--- config.mk ---
export PLATFORM = sky130hd
export DESIGN_NAME = mem_copy_engine
export DESIGN_NICKNAME = d
export VERILOG_FILES = /design/src/rtl/mem_copy_engine.sv
export SDC_FILE = /design/constraint.sdc
export NUM_CORES = 1
export LEC_CHECK = 0
export CAP_MARGIN = 20
export CORE_ASPECT_RATIO = 0.5
export CORE_UTILIZATION = 29
export DETAILED_ROUTE_END_ITERATION = 16
export PLACE_DENSITY_LB_ADDON = 0.3
export SYNTH_ARGS = -nofsm -noshare
export SYNTH_HDL_FRONTEND = slang
export SYNTH_SLANG_ARGS = --single-unit
--- constraint.sdc ---
create_clock -name clk -period 2.3 [get_ports clk]
set_input_delay 0.575 -clock clk [delete_from_list [all_inputs] [get_ports clk]]
set_output_delay 0.575 -clock clk [all_outputs]
set_load 0.03 [all_outputs]
--- src/rtl/mem_copy_engine.sv ---
// mem_copy_engine: byte-serial block copy over a single-port memory.
// Reads one byte, writes it, repeats; keeps an additive checksum.
module mem_copy_engine #(
  parameter int ADDR_WIDTH = 8,
  parameter int DATA_WIDTH = 8
) (
  input  logic                  clk,
  input  logic                  reset,
  input  logic                  start,
  input  logic [ADDR_WIDTH-1:0] src,
  input  logic [ADDR_WIDTH-1:0] dst,
  input  logic [ADDR_WIDTH-1:0] len,
  output logic                  busy,
  output logic                  done,
  output logic [DATA_WIDTH-1:0] checksum,
  output logic [ADDR_WIDTH-1:0] mem_address,
  output logic [DATA_WIDTH-1:0] mem_write_data,
  output logic                  mem_write_enable,
  input  logic [DATA_WIDTH-1:0] mem_read_data
);

  typedef enum logic [1:0] {
    S_IDLE,
    S_READ,
    S_WRITE,
    S_FINISH
  } state_e;

  state_e                state_q, state_d;
  logic [ADDR_WIDTH-1:0] src_q, src_d;
  logic [ADDR_WIDTH-1:0] dst_q, dst_d;
  logic [ADDR_WIDTH-1:0] rem_q, rem_d;
  logic [DATA_WIDTH-1:0] buf_q, buf_d;
  logic [DATA_WIDTH-1:0] sum_q, sum_d;

  // State, pointers, count, byte buffer and checksum registers.
  always_ff @(posedge clk or posedge reset) begin
    if (reset) begin
      state_q <= S_IDLE;
      src_q   <= '0;
      dst_q   <= '0;
      rem_q   <= '0;
      buf_q   <= '0;
      sum_q   <= '0;
    end else begin
      state_q <= state_d;
      src_q   <= src_d;
      dst_q   <= dst_d;
      rem_q   <= rem_d;
      buf_q   <= buf_d;
      sum_q   <= sum_d;
    end
  end

  // Next-state and datapath; memory port decoded from registered state only.
  always_comb begin
    state_d          = state_q;
    src_d            = src_q;
    dst_d            = dst_q;
    rem_d            = rem_q;
    buf_d            = buf_q;
    sum_d            = sum_q;
    busy             = 1'b0;
    done             = 1'b0;
    mem_address      = '0;
    mem_write_data   = '0;
    mem_write_enable = 1'b0;

    unique case (state_q)
      S_IDLE: begin
        if (start) begin
          src_d   = src;
          dst_d   = dst;
          rem_d   = len;
          sum_d   = '0;
          state_d = (len == '0) ? S_FINISH : S_READ;
        end
      end
      S_READ: begin
        busy        = 1'b1;
        mem_address = src_q;
        buf_d       = mem_read_data;
        sum_d       = sum_q + mem_read_data;
        src_d       = src_q + ADDR_WIDTH'(1);
        state_d     = S_WRITE;
      end
      S_WRITE: begin
        busy             = 1'b1;
        mem_address      = dst_q;
        mem_write_data   = buf_q;
        mem_write_enable = 1'b1;
        dst_d            = dst_q + ADDR_WIDTH'(1);
        rem_d            = rem_q - ADDR_WIDTH'(1);
        // Compare against the count before this decrement.
        state_d          = (rem_q > ADDR_WIDTH'(1)) ? S_READ : S_FINISH;
      end
      S_FINISH: begin
        busy    = 1'b1;
        done    = 1'b1;
        state_d = S_IDLE;
      end
      default: state_d = S_IDLE;
    endcase
  end

  assign checksum = sum_q;

endmodule

== Yosys cells after proc, flatten, opt, wreduce, memory -nomap -nowiden ==
Cells that the tools add are included.

* Register bits after elaboration: 42
* Word-level logic and storage cells: 39

* Add/subtract/negate cells: 4
* $lt $le $gt $ge: 1
* Eq/ne operators: 4
* Muxes and demuxes: 17
* Reductions and logical operators: 7

{| class="wikitable"
|+ Operators by type and width
! operator !! count
|-
| 8-bit one-hot mux with 2 select lines || 5
|-
| 8-bit two-way mux || 5
|-
| 8-bit by 1-bit adder with 8-bit output, second input constant || 2
|-
| 8-bit adder || 1
|-
| 8-bit by 1-bit > comparator with 1-bit output, second input constant || 1
|-
| 8-bit logical NOT || 1
|-
| 2-bit one-hot mux with 4 select lines || 1
|-
| 8-bit by 1-bit subtractor with 8-bit output, second input constant || 1
|-
| 2-bit two-way mux || 3
|-
| 2-bit equality test, second input constant || 2
|-
| 2-bit AND reduction || 2
|-
| 2-bit nonzero test || 2
|-
| 1-bit two-way mux || 3
|-
| 3-bit OR reduction || 1
|-
| 2-bit by 1-bit equality test with 1-bit output, second input constant || 1
|-
| 2-bit logical NOT || 1
|-
| 2-bit inequality test, second input constant || 1
|}

== Logic depth before layout (Yosys ltp) ==
Gate-level depths: netlist of run 1.

* Depth after elaboration: 4
* Depth in mapped cells: 10
* Mapped depth without buffers: 8

== Worst setup path before layout of run 1 ==
Ideal clock, no wire load.

* Path type: register -> output
* From: reg state_q[0]
* To: out mem_address[0]
* Data arrival time: 1.999 ns
* Data required time: 1.725 ns
* Setup slack: -0.274 ns
* Cell stages (with the launch flop): 6
* Buffers on the path: 1
* Cells stage by stage: dfrtp_1 inv_1 ha_1 clkbuf_1 nand2_1 a21boi_0

* Word-level cells in the longest chain between the ends: 2
* Elaborated cells on any way between the ends: 3

{| class="wikitable"
|+ Ends and longest elaborated chain
! item !! RTL line !! source
|-
| start, declared || 29 || <nowiki>state_e state_q, state_d;</nowiki>
|-
| start signal, assigned || 46 || <nowiki>state_q <= state_d;</nowiki>
|-
| 2-bit equality test / 2-bit by 1-bit equality test with 1-bit output (equally long branches) || 69 || <nowiki>unique case (state_q)</nowiki>
|-
| 8-bit one-hot mux with 2 select lines (*) || 69 ||
|-
| end, declared || 16 || <nowiki>output logic [ADDR_WIDTH-1:0] mem_address,</nowiki>
|}

Mark *: on every way between the ends. The rest lies on a longest branch, timed or not.

== Worst setup path after layout of run 1 ==
* From: in mem_read_data[0]
* To: reg sum_q[6], in the netlist checksum[6]

* Word-level cells in the longest chain between the ends: 2

{| class="wikitable"
|+ Ends and longest elaborated chain
! item !! RTL line !! source
|-
| start, declared || 19 || <nowiki>input logic [DATA_WIDTH-1:0] mem_read_data</nowiki>
|-
| 8-bit adder || 83 || <nowiki>sum_d = sum_q + mem_read_data;</nowiki>
|-
| 8-bit one-hot mux with 2 select lines || 69 ||
|-
| end signal, assigned || 51 || <nowiki>sum_q <= sum_d;</nowiki>
|-
| end, declared || 34 || <nowiki>logic [DATA_WIDTH-1:0] sum_q, sum_d;</nowiki>
|}

Every way passes these cells.
A chain may end at the register's enable or synchronous reset.

==> impl_metrics.toml, run 1 <==
[run_status]
run_status = "finished, final reports clean"

[pwr]
power_frac_clock_pct = 14.1
switching_power_uw = 2289
power_density_nw_per_um2 = 1426
total_power_uw = 5074
switching_share_of_power_pct = 45.12
power.share.combinational_pct = 57.0
worst_ir_drop_vdd_v = 0.0004508
internal_power_uw = 2784
static_leak_uw = 0.001486
power_frac_seq_pct = 28.9

[clocking]
cts.reportedPaths.clkPinSlew_ps = 60
cts-buffers-inserted = 5
cts_tree = "done"
cts.root.buffer_cell = "sky130_fd_sc_hd__clkbuf_16"
insertion_delay_ps = 290
clock_path_buffers = 2
htree_levels = 2
numClockSinks = 42

[floorplan]
die_h_um = 69.12
placement_rows = 24
chipWidth_um = 136.2
coreArea_sq_um = 8708
design.die.area_sq_um = 9416
floorplan.initialDensity_pct = 30.00
top_level_ports = 62

[layout]
finalNetCount = 412
num_antenna_cells = 0
flow.area_growth_from_synthesis_pct = 36.21
layout-drive-gt1-share_pct = 16.57
final_design_area_no_fill_sq_um = 3558
multi_input_area_sq_um = 1489
fillCellCount = 864
seq_area_sq_um = 1051
finish.cell_count_without_fillers = 479

[worst_setup_path]
worst-endpoint-arrival_ps = 2390
rr_endpoint = "src_q[5]$_DFFE_PP0P_"
worstSetupEndpointType = "flip-flop"
timing.critical_path.required_ps = 2460
worst-r2r-setup-slack_ps = 340
r2r-start = "state_q[1]$_DFFE_PP0P_"
max_stage_delay_ps = 430
worstPathCellList = "clkdlybuf4s50_1 -> ha_2 -> fa_2 -> a21o_1 -> a21oi_2 -> o21bai_1 -> a21oi_1 -> xor2_1 -> o21ai_0"
worstRegToRegCells = 7
timing.setup.critical_path_class = "primary input to flip-flop"
crit_buf_inv = 1
critical-path-slowest-cell = "sky130_fd_sc_hd__clkdlybuf4s50_1"
cpLargestDelayFamily = "compound AO/OA/AOI/OAI gates"
worstSetupStartpointType = "primary input"
cp_max_fo = 2

[sta]
timing.slew.headroom_pct = 63.53
skew_ps = 3.800
rsz0062_at_grt = "no"
timing_max_transition_violations_final = 0
fin_tns_setup_ps = 0
maxClockFrequency_ghz = 0.4483
post-route-worst-setup-slack_ps = 69.56
setup_viol = 0
timing_worst_slew_pin_value_ps = 547.0
final-hold-violation-count = 0
post-route-period-util_pct = 96.98
final_period_minus_worst_setup_slack_ps = 2230

[hold_path]
whs_path_depth = 1
holdCritPathClass = "flip-flop to flip-flop"
worstHoldEndpoint = "buf_q[1]$_DFFE_PP0P_"
worst_hold_startpoint = "buf_q[1]$_DFFE_PP0P_"

[routing]
drtPass1Iterations = 4
detail_route.wirelength.met1_um = 3193
avgRoutedWirePerCell_um = 14.06
route.met3.wl_um = 273
top_layer = "met4"
drt-initial-drc-count = 109
drt-total-wl_um = 6737
drt.antenna.violating_nets = 0
routed-wl-met2_um = 3165
drt_drc_violations_left = 0
via_per_inst = 5.111
detailroute.via_count = 2448

[global_routing]
initial_antenna_violation_count = 0
global_route_wire_length_before_repair_um = 11580
leftover_overflow_at_the_end_of_global_routing = 0
largest_net_degree_at_the_start_of_global_routing = 43
first_global_vias = 2349
gr-usage-all-layers_pct = 15.62

[run]
drv_cap = 0

[placed_design]
dp_hpwl_um = 5004
port-buffer-count = 61
place_worst_setup_slack_ps = -336.5
place_inst = 470
place.gp.congestion = 0.7872
placement.cell_area_sq_um = 3383

[logic_synthesis]
synth.cell_area_sq_um = 2613
synthesis.yosys.warnings = 0
synth_seq_cells = 42
cell_variety_after_synth = 42
synth_seq_area_share_pct = 40.23
avgSynthCellArea_sq_um = 8.947
synthesis.instances = 292
synthesis.nets = 343
==> routing by layer <==
metal,vias up,track usage (%)
met5,-,0
met3,12,3.311
met2,58,24.70
li1,1206,-
met1,1172,21.05
met4,0,5.309
==> what timing repair did <==
item | 4_1_cts | 5_1_grt
pin swaps | 0 | 0
hold buffers | 0 | 0
buffers inserted | 0 | 1
gates resized for setup | 5 | 2
endpoints found under the setup margin | 3 | 2
==> metrics by stage <==
stage          hold slack [ps]  util [%]
6_report                 498.9     40.86
2_1_floorplan            450.6         -
3_3_place_gp             471.8     38.85
5_1_grt                  528.7     40.86
4_1_cts                  500.2     40.75
3_5_place_dp             486.9     38.85
==> state kept, by name, summed over array words and instances, names as in the netlist <==
register	count
state_q	2
buf_q	8
src_q	8
rem_q	8
dst_q	8
checksum	8
==> Yosys cell counts <==
master                     count  share of area, %
sky130_fd_sc_hd__nor2b_1       8               1.9
sky130_fd_sc_hd__o21ai_0      40               7.7
sky130_fd_sc_hd__nor3_1        4              0.77
sky130_fd_sc_hd__nor3_2        1              0.38
sky130_fd_sc_hd__buf_2         2              0.38
sky130_fd_sc_hd__a22oi_1       6               1.7
sky130_fd_sc_hd__o221ai_1      1              0.34
sky130_fd_sc_hd__nand4_1       3              0.72
sky130_fd_sc_hd__o21a_1        1              0.29
sky130_fd_sc_hd__o21bai_1      2              0.57
sky130_fd_sc_hd__xnor2_1       2              0.67
sky130_fd_sc_hd__buf_1         3              0.43
sky130_fd_sc_hd__and3_1        5               1.2
sky130_fd_sc_hd__or4_1         2              0.57
sky130_fd_sc_hd__nand3b_1      1              0.29
sky130_fd_sc_hd__a21oi_1      25               4.8
sky130_fd_sc_hd__nor4_1        1              0.24
sky130_fd_sc_hd__a211o_1       1              0.34
sky130_fd_sc_hd__nand2_1      23               3.3
sky130_fd_sc_hd__a32o_1        2              0.77
sky130_fd_sc_hd__or2_2         2              0.48
sky130_fd_sc_hd__o211ai_1      2              0.57
sky130_fd_sc_hd__mux2_2        9               3.9
sky130_fd_sc_hd__clkbuf_1     10               1.4
sky130_fd_sc_hd__nor4_4        1              0.81
sky130_fd_sc_hd__a31oi_1       3              0.72
sky130_fd_sc_hd__a21boi_0      2              0.57
sky130_fd_sc_hd__nor2_1        7               1.0
sky130_fd_sc_hd__nand2b_1      5               1.2
sky130_fd_sc_hd__mux2i_1       3               1.1
sky130_fd_sc_hd__xor2_1        3               1.0
sky130_fd_sc_hd__or4_4         1              0.43
sky130_fd_sc_hd__inv_1        10               1.4
sky130_fd_sc_hd__or2_1         1              0.24
sky130_fd_sc_hd__nand3_1      15               2.9
sky130_fd_sc_hd__and2_1        9               2.2
sky130_fd_sc_hd__o22ai_1      14               3.4
sky130_fd_sc_hd__fa_1          1              0.77
sky130_fd_sc_hd__ha_1         15               7.2
sky130_fd_sc_hd__a211oi_1      1              0.29
sky130_fd_sc_hd__a21o_1        3              0.86
sky130_fd_sc_hd__dfrtp_1      42                40
==> how the worst max path moves through the flow <==
stage                         endpoint  depth (start not counted)                   start  slack, ps
4_1_cts        checksum[6]$_DFFE_PP0P_                          9        mem_read_data[0]         30
2_1_floorplan           mem_address[4]                          6  state_q[1]$_DFFE_PP0P_          3
5_1_grt        checksum[6]$_DFFE_PP0P_                          9        mem_read_data[0]         20
3_5_place_dp   checksum[6]$_DFFE_PP0P_                          9        mem_read_data[0]       -340
6_report       checksum[6]$_DFFE_PP0P_                          9        mem_read_data[0]         70
3_3_place_gp   checksum[6]$_DFFE_PP0P_                          9        mem_read_data[0]       -320
==> power by group through the flow <==
stage               clock [uW]  combinational, uW  sequential (uW)
global route               779               3190             1530
finish                     716               2890             1470
detailed placement           0               2870             1460
floorplan                    0               1910             1450
global placement             0               2790             1440
CTS                        738               2900             1460
==> cells in the final DEF, fill, tap and decap left out, types with 3 or more instances in the layout <==
master	instances
sky130_fd_sc_hd__nand3_1	15
sky130_fd_sc_hd__and2_1	9
sky130_fd_sc_hd__mux2i_1	3
sky130_fd_sc_hd__a22oi_1	6
sky130_fd_sc_hd__nand4_1	3
sky130_fd_sc_hd__mux2_2	9
sky130_fd_sc_hd__and3_1	5
sky130_fd_sc_hd__o21ai_0	40
sky130_fd_sc_hd__a31oi_1	3
sky130_fd_sc_hd__nand2b_1	5
sky130_fd_sc_hd__inv_1	9
sky130_fd_sc_hd__clkbuf_16	5
sky130_fd_sc_hd__nor2b_1	8
sky130_fd_sc_hd__nor3_1	4
sky130_fd_sc_hd__a21o_1	3
sky130_fd_sc_hd__o22ai_1	14
sky130_fd_sc_hd__nand2_1	23
sky130_fd_sc_hd__xor2_1	3
sky130_fd_sc_hd__buf_4	33
sky130_fd_sc_hd__nor2_1	7
sky130_fd_sc_hd__clkdlybuf4s50_1	43
sky130_fd_sc_hd__dfrtp_1	42
sky130_fd_sc_hd__ha_1	12
sky130_fd_sc_hd__a21oi_1	24
==> cell type report <==
class,count,share of cell area (%)
Tap cell,117,4.114
Clock inverter,1,0.1406
Multi-Input combinational cell,225,41.84
Inverter,10,1.055
Sequential cell,42,29.54
Clock buffer,7,4.008
Timing Repair Buffer,77,19.30
==> logic make-up (layout without fill, tap and decap cells) <==
logic type      count (synthesis)  count (layout)  share of synthesized area [%]
fa+ha+maj                      16              16                          7.950
buf+inv                        25              95                          3.688
mux                            12              12                          5.029
simple gates                   89              89                          18.58
flops                          42              42                          40.23
compound gates                103             103                          22.84
xor+xnor                        5               5                          1.677
Power figures use the tool's default switching activity.
==> inputs of run 2 (changes only) <==
--- a/config.mk
+++ b/config.mk
@@ -7,6 +7,7 @@
 export LEC_CHECK = 0
 export CAP_MARGIN = 20
 export CORE_ASPECT_RATIO = 0.5
+export CORE_MARGIN = 4
 export CORE_UTILIZATION = 29
 export DETAILED_ROUTE_END_ITERATION = 16
 export PLACE_DENSITY_LB_ADDON = 0.3
==> impl_metrics.toml, run 2 (same netlist as run 1, synthesis figures left out) <==
[run_status]
run_status = "finished, final reports clean"

[sta]
fin_tns_setup_ps = 0
rsz0062_at_grt = "yes"
final-hold-violation-count = 0
timing_max_transition_violations_final = 0
timing_worst_slew_pin_value_ps = 548.1
skew_ps = 6.391
post-route-period-util_pct = 97.08
final_period_minus_worst_setup_slack_ps = 2233
timing.slew.headroom_pct = 63.46
setup_viol = 0
maxClockFrequency_ghz = 0.4479

[clocking]
numClockSinks = 42
cts.reportedPaths.clkPinSlew_ps = 50
htree_levels = 2
holdBufCountCts = 0
cts.root.buffer_cell = "sky130_fd_sc_hd__clkbuf_16"
cts_tree = "done"
clock_path_buffers = 2
cts-buffers-inserted = 5
insertion_delay_ps = 280

[global_routing]
initial_antenna_violation_count = 0
leftover_overflow_at_the_end_of_global_routing = 0
gr-usage-all-layers_pct = 13.31
global_route_wire_length_before_repair_um = 11230
first_global_vias = 2302
largest_net_degree_at_the_start_of_global_routing = 43

[worst_setup_path]
timing.setup.critical_path_class = "primary input to flip-flop"
cpLargestDelayFamily = "compound AO/OA/AOI/OAI gates"
max_stage_delay_ps = 430
cp_max_fo = 2
worstSetupStartpointType = "primary input"
worst-r2r-setup-slack_ps = 320
worstPathCellList = "clkdlybuf4s50_1 -> ha_2 -> fa_2 -> a21o_1 -> a21oi_2 -> o21bai_1 -> a21oi_1 -> xor2_1 -> o21ai_0"
timing.critical_path.required_ps = 2450
crit_buf_inv = 1
worstSetupEndpointType = "flip-flop"
worst-endpoint-arrival_ps = 2390
critical-path-slowest-cell = "sky130_fd_sc_hd__clkdlybuf4s50_1"

[hold_path]
holdCritPathClass = "flip-flop to flip-flop"

[routing]
avgRoutedWirePerCell_um = 14.75
via_per_inst = 5.039
drt-initial-drc-count = 126
drt-total-wl_um = 7110
drtPass1Iterations = 4
detailroute.via_count = 2429
drt.antenna.violating_nets = 0
drt_drc_violations_left = 0

[floorplan]
coreArea_sq_um = 8738
die_h_um = 75.12
top_level_ports = 62
placement_rows = 24
chipWidth_um = 142.2
design.die.area_sq_um = 10680
floorplan.initialDensity_pct = 29.90

[layout]
multi_input_area_sq_um = 1501
final_design_area_no_fill_sq_um = 3607
layout.cells.most_common = "sky130_fd_sc_hd__clkdlybuf4s50_1"
fillCellCount = 882
layout-drive-gt1-share_pct = 17.53
mostFrequentLayoutCells = "43 x sky130_fd_sc_hd__clkdlybuf4s50_1, 41 x sky130_fd_sc_hd__dfrtp_1, 40 x sky130_fd_sc_hd__o21ai_0, 34 x sky130_fd_sc_hd__buf_4, 24 x sky130_fd_sc_hd__a21oi_1"
seq_area_sq_um = 1052
flow.area_growth_from_synthesis_pct = 38.07
finalNetCount = 415
num_antenna_cells = 0

[pwr]
power.share.combinational_pct = 57.7
power_density_nw_per_um2 = 1431
worst_ir_drop_vdd_v = 0.0005661
power_frac_seq_pct = 28.5
static_leak_uw = 0.001503
switching_power_uw = 2323
power_frac_clock_pct = 13.8
switching_share_of_power_pct = 45.01
internal_power_uw = 2839

[run]
drv_cap = 0

[placed_design]
placement.cell_area_sq_um = 3396
dp_hpwl_um = 5255
place.gp.congestion = 0.7770
port-buffer-count = 61
[run 2: cell type report]
cell class / count / area share [%]
multi-input cells: 225 / 41.62
flip-flops and latches: 42 / 29.17
repair buffers: 80 / 20.01
well taps: 117 / 4.058
clock buffers: 7 / 3.954
inverters: 10 / 1.041
clock inverters: 1 / 0.1387
[run 2: worst paths after layout]
check,startpoint,endpoint,cells past startpoint
min in group asynchronous,reset,buf_q[1]$_DFFE_PP0P_,3
setup / recovery,mem_read_data[0],checksum[6]$_DFFE_PP0P_,9
max in group asynchronous,reset,state_q[0]$_DFFE_PP0P_,3
hold / removal,src_q[7]$_DFFE_PP0P_,src_q[7]$_DFFE_PP0P_,1
hold reg to reg,src_q[7]$_DFFE_PP0P_,src_q[7]$_DFFE_PP0P_,1
setup reg to reg,state_q[1]$_DFFE_PP0P_,src_q[5]$_DFFE_PP0P_,8
[run 2: metal layers]
metal	global-route usage, %	wire (um)
met1	17.16	3286
met2	22.92	3469
met3	3.109	272
met4	3.511	81
met5	0	0
[run 2: timing repair]
| item | CTS | global route |
|---|---|---|
| pin swaps | 1 | 2 |
| endpoints found under the setup margin | 13 | 4 |
| gates resized for setup | 4 | 5 |
| setup buffers | 0 | 4 |
[run 2: power groups by stage]
stage               Clock, uW  Combinational, uW  Sequential, uW
floorplan                   0               1910            1450
global placement            0               2820            1440
detailed placement          0               2890            1460
CTS                       738               2920            1460
global route              772               3280            1520
finish                    712               2980            1470
[run 2: through the flow]
stage	hold slack [ps]	total power [uW]	worst slack (ps)	util (%)	instances
final	484.3	5162	67.19	41.28	482
after global routing	520.3	5567	-28.05	41.28	482
after CTS	488.4	5120	11.89	40.71	478
after detailed placement	479.9	4358	-333.0	38.86	470
after global placement	471.0	4260	-311.6	38.86	470
after floorplan	450.6	3358	3.095	-	292
==> RTL edit (flow settings as in run 1) <==
Encoding of `state_e`: now one-hot (4 bits for 4 states).
--- a/src/rtl/mem_copy_engine.sv
+++ b/src/rtl/mem_copy_engine.sv
@@ -19,11 +19,11 @@
   input  logic [DATA_WIDTH-1:0] mem_read_data
 );
 
-  typedef enum logic [1:0] {
-    S_IDLE,
-    S_READ,
-    S_WRITE,
-    S_FINISH
+  typedef enum logic [3:0] {
+    S_IDLE   = 4'b0001,
+    S_READ   = 4'b0010,
+    S_WRITE  = 4'b0100,
+    S_FINISH = 4'b1000
   } state_e;
 
   state_e                state_q, state_d;
Check against the original RTL: no difference found for any inputs over 10 cycles, from zero or initial values and one cycle with reset high; not proved beyond that.
==> RTL edit against run 1 <==
Sequential share of layout area grew 1.0 points. Routed wire length up 1.4%. Final area is 1.3% higher. Setup slack improved by 15 ps. Synthesized area is 1.1% lower. Cell count down 0.42%. Count of clock-buffer cells in the layout down 2. Sequential cell count rose by 2.
Power is not compared: it rests on default switching activity, and its combinational part moved more than twofold at a synthesized area within 25%.
==> RTL edit: results (changes against run 1) <==
stage	metric	value	unit	change
timing	max-slew-margin-rel	74.3	%	was 63.5%
worst_hold_path	hp-start	buf_q[6]$_DFFE_PP0P_		was buf_q[1]$_DFFE_PP0P_
cells_and_area	drive_gt1_share	15.1	%	was 16.6%
setup_path	timing.rr.start	checksum[1]$_DFFE_PP0P_		was state_q[1]$_DFFE_PP0P_
timing	final.setup.worst_slack	84.6	ps	was 69.6 ps
route	wl	6830	um	was 6740 um
route	drtIter0Drc	161		was 109
timing	skew	6.89	ps	was 3.80 ps
setup_path	slowest_stage	dfstp_2		was clkdlybuf4s50_1
placed_design	place.gp.congestion	0.843		was 0.787
synthesis	synth-seq-area-share	42.7	%	was 40.2%
setup_path	worstPathArrival	1640	ps	was 2390 ps
setup_path	cp-endpoint	mem_address[2]		was checksum[6]$_DFFE_PP0P_
synthesis	synth_cells	295		was 292
global_routing	grt_util_met1	18.4	%	was 21.1%
setup_path	rr_worst_depth	6		was 7
placed_design	place_inst	469		was 470
cells_and_area	layout.nets	411		was 412
route	wl_met1	3200	um	was 3190 um
placed_design	dp_worst_setup_slack	-215	ps	was -337 ps
global_routing	grt_pass1_wl	11300	um	was 11600 um
placed_design	place_area	3370	um^2	was 3380 um^2
global_routing	grt_max_degree	45		was 43
setup_path	crit_path_max_fanout	28		was 2
route	vias	2446		was 2448
timing	fin_hold_ws	465	ps	was 499 ps
synthesis	yosys.cell_types.count	55		was 42
setup_path	startpoint	state_q[0]$_DFFE_PP1P_		was mem_read_data[0]
placed_design	io_buffers	61		unchanged
global_routing	grt_pass1_vias	2499		was 2349
setup_path	r2r_end	checksum[7]$_DFFE_PP0P_		was src_q[5]$_DFFE_PP0P_
route	drt-pass1-iter-count	6		was 4
setup_path	crit_family	flip-flops		was compound AO/OA/AOI/OAI gates
synthesis	yosys-top-cells-area	dfrtp_1 42%, nand2_1 9.2%, ha_1 5.3%		was dfrtp_1 40%, o21ai_0 7.7%, ha_1 7.2%
route	wl_met3	239	um	was 273 um
global_routing	grt_use_total	15.8	%	was 15.6%
setup_path	worst_path_largest_cell_delay	540	ps	was 430 ps
synthesis	synthTopCellsByCount	63 x nand2_1, 43 x dfrtp_1, 18 x nor2_1, 18 x o21ai_0, 17 x nand3_1		was 42 x dfrtp_1, 40 x o21ai_0, 25 x a21oi_1, 23 x nand2_1
synthesis	synth_nets	342		was 343
route	vias_per_cell	5.13		was 5.11
setup_path	r2r_slack	380	ps	was 340 ps
status	status	complete, no violations		unchanged
placed_design	place_hpwl	4750	um	was 5000 um
==> RTL edit: cell count changes in the layout (fill, tap and decap cells not counted), sizes merged, moves of 6 or more <==
cell	delta
a21oi	-12
mux2	-9
nand2	+40
nor2	+13
nor2b	-8
o21ai	-21
o22ai	-11
o311ai	+6
==> RTL edit: final cells by class <==
cell class                      instances  area, um^2
Multi-Input combinational cell        229        1390
Inverter                                7        26.3
Timing Repair Buffer                   77         732
Sequential cell                        44        1100
Tap cell                              112         140
Clock inverter                          3        90.1
Fill cell                             801        4710
Clock buffer                            5         125
==> RTL edit: cell families after synthesis <==
logic type               share of synthesized area (%)
adder cells (fa/ha/maj)                           6.10
XOR/XNOR                                          1.36
AO/OA/AOI/OAI                                     20.5
buffers and inverters                             3.97
multiplexers                                     0.388
AND/OR/NAND/NOR                                   25.0
flip-flops                                        42.7
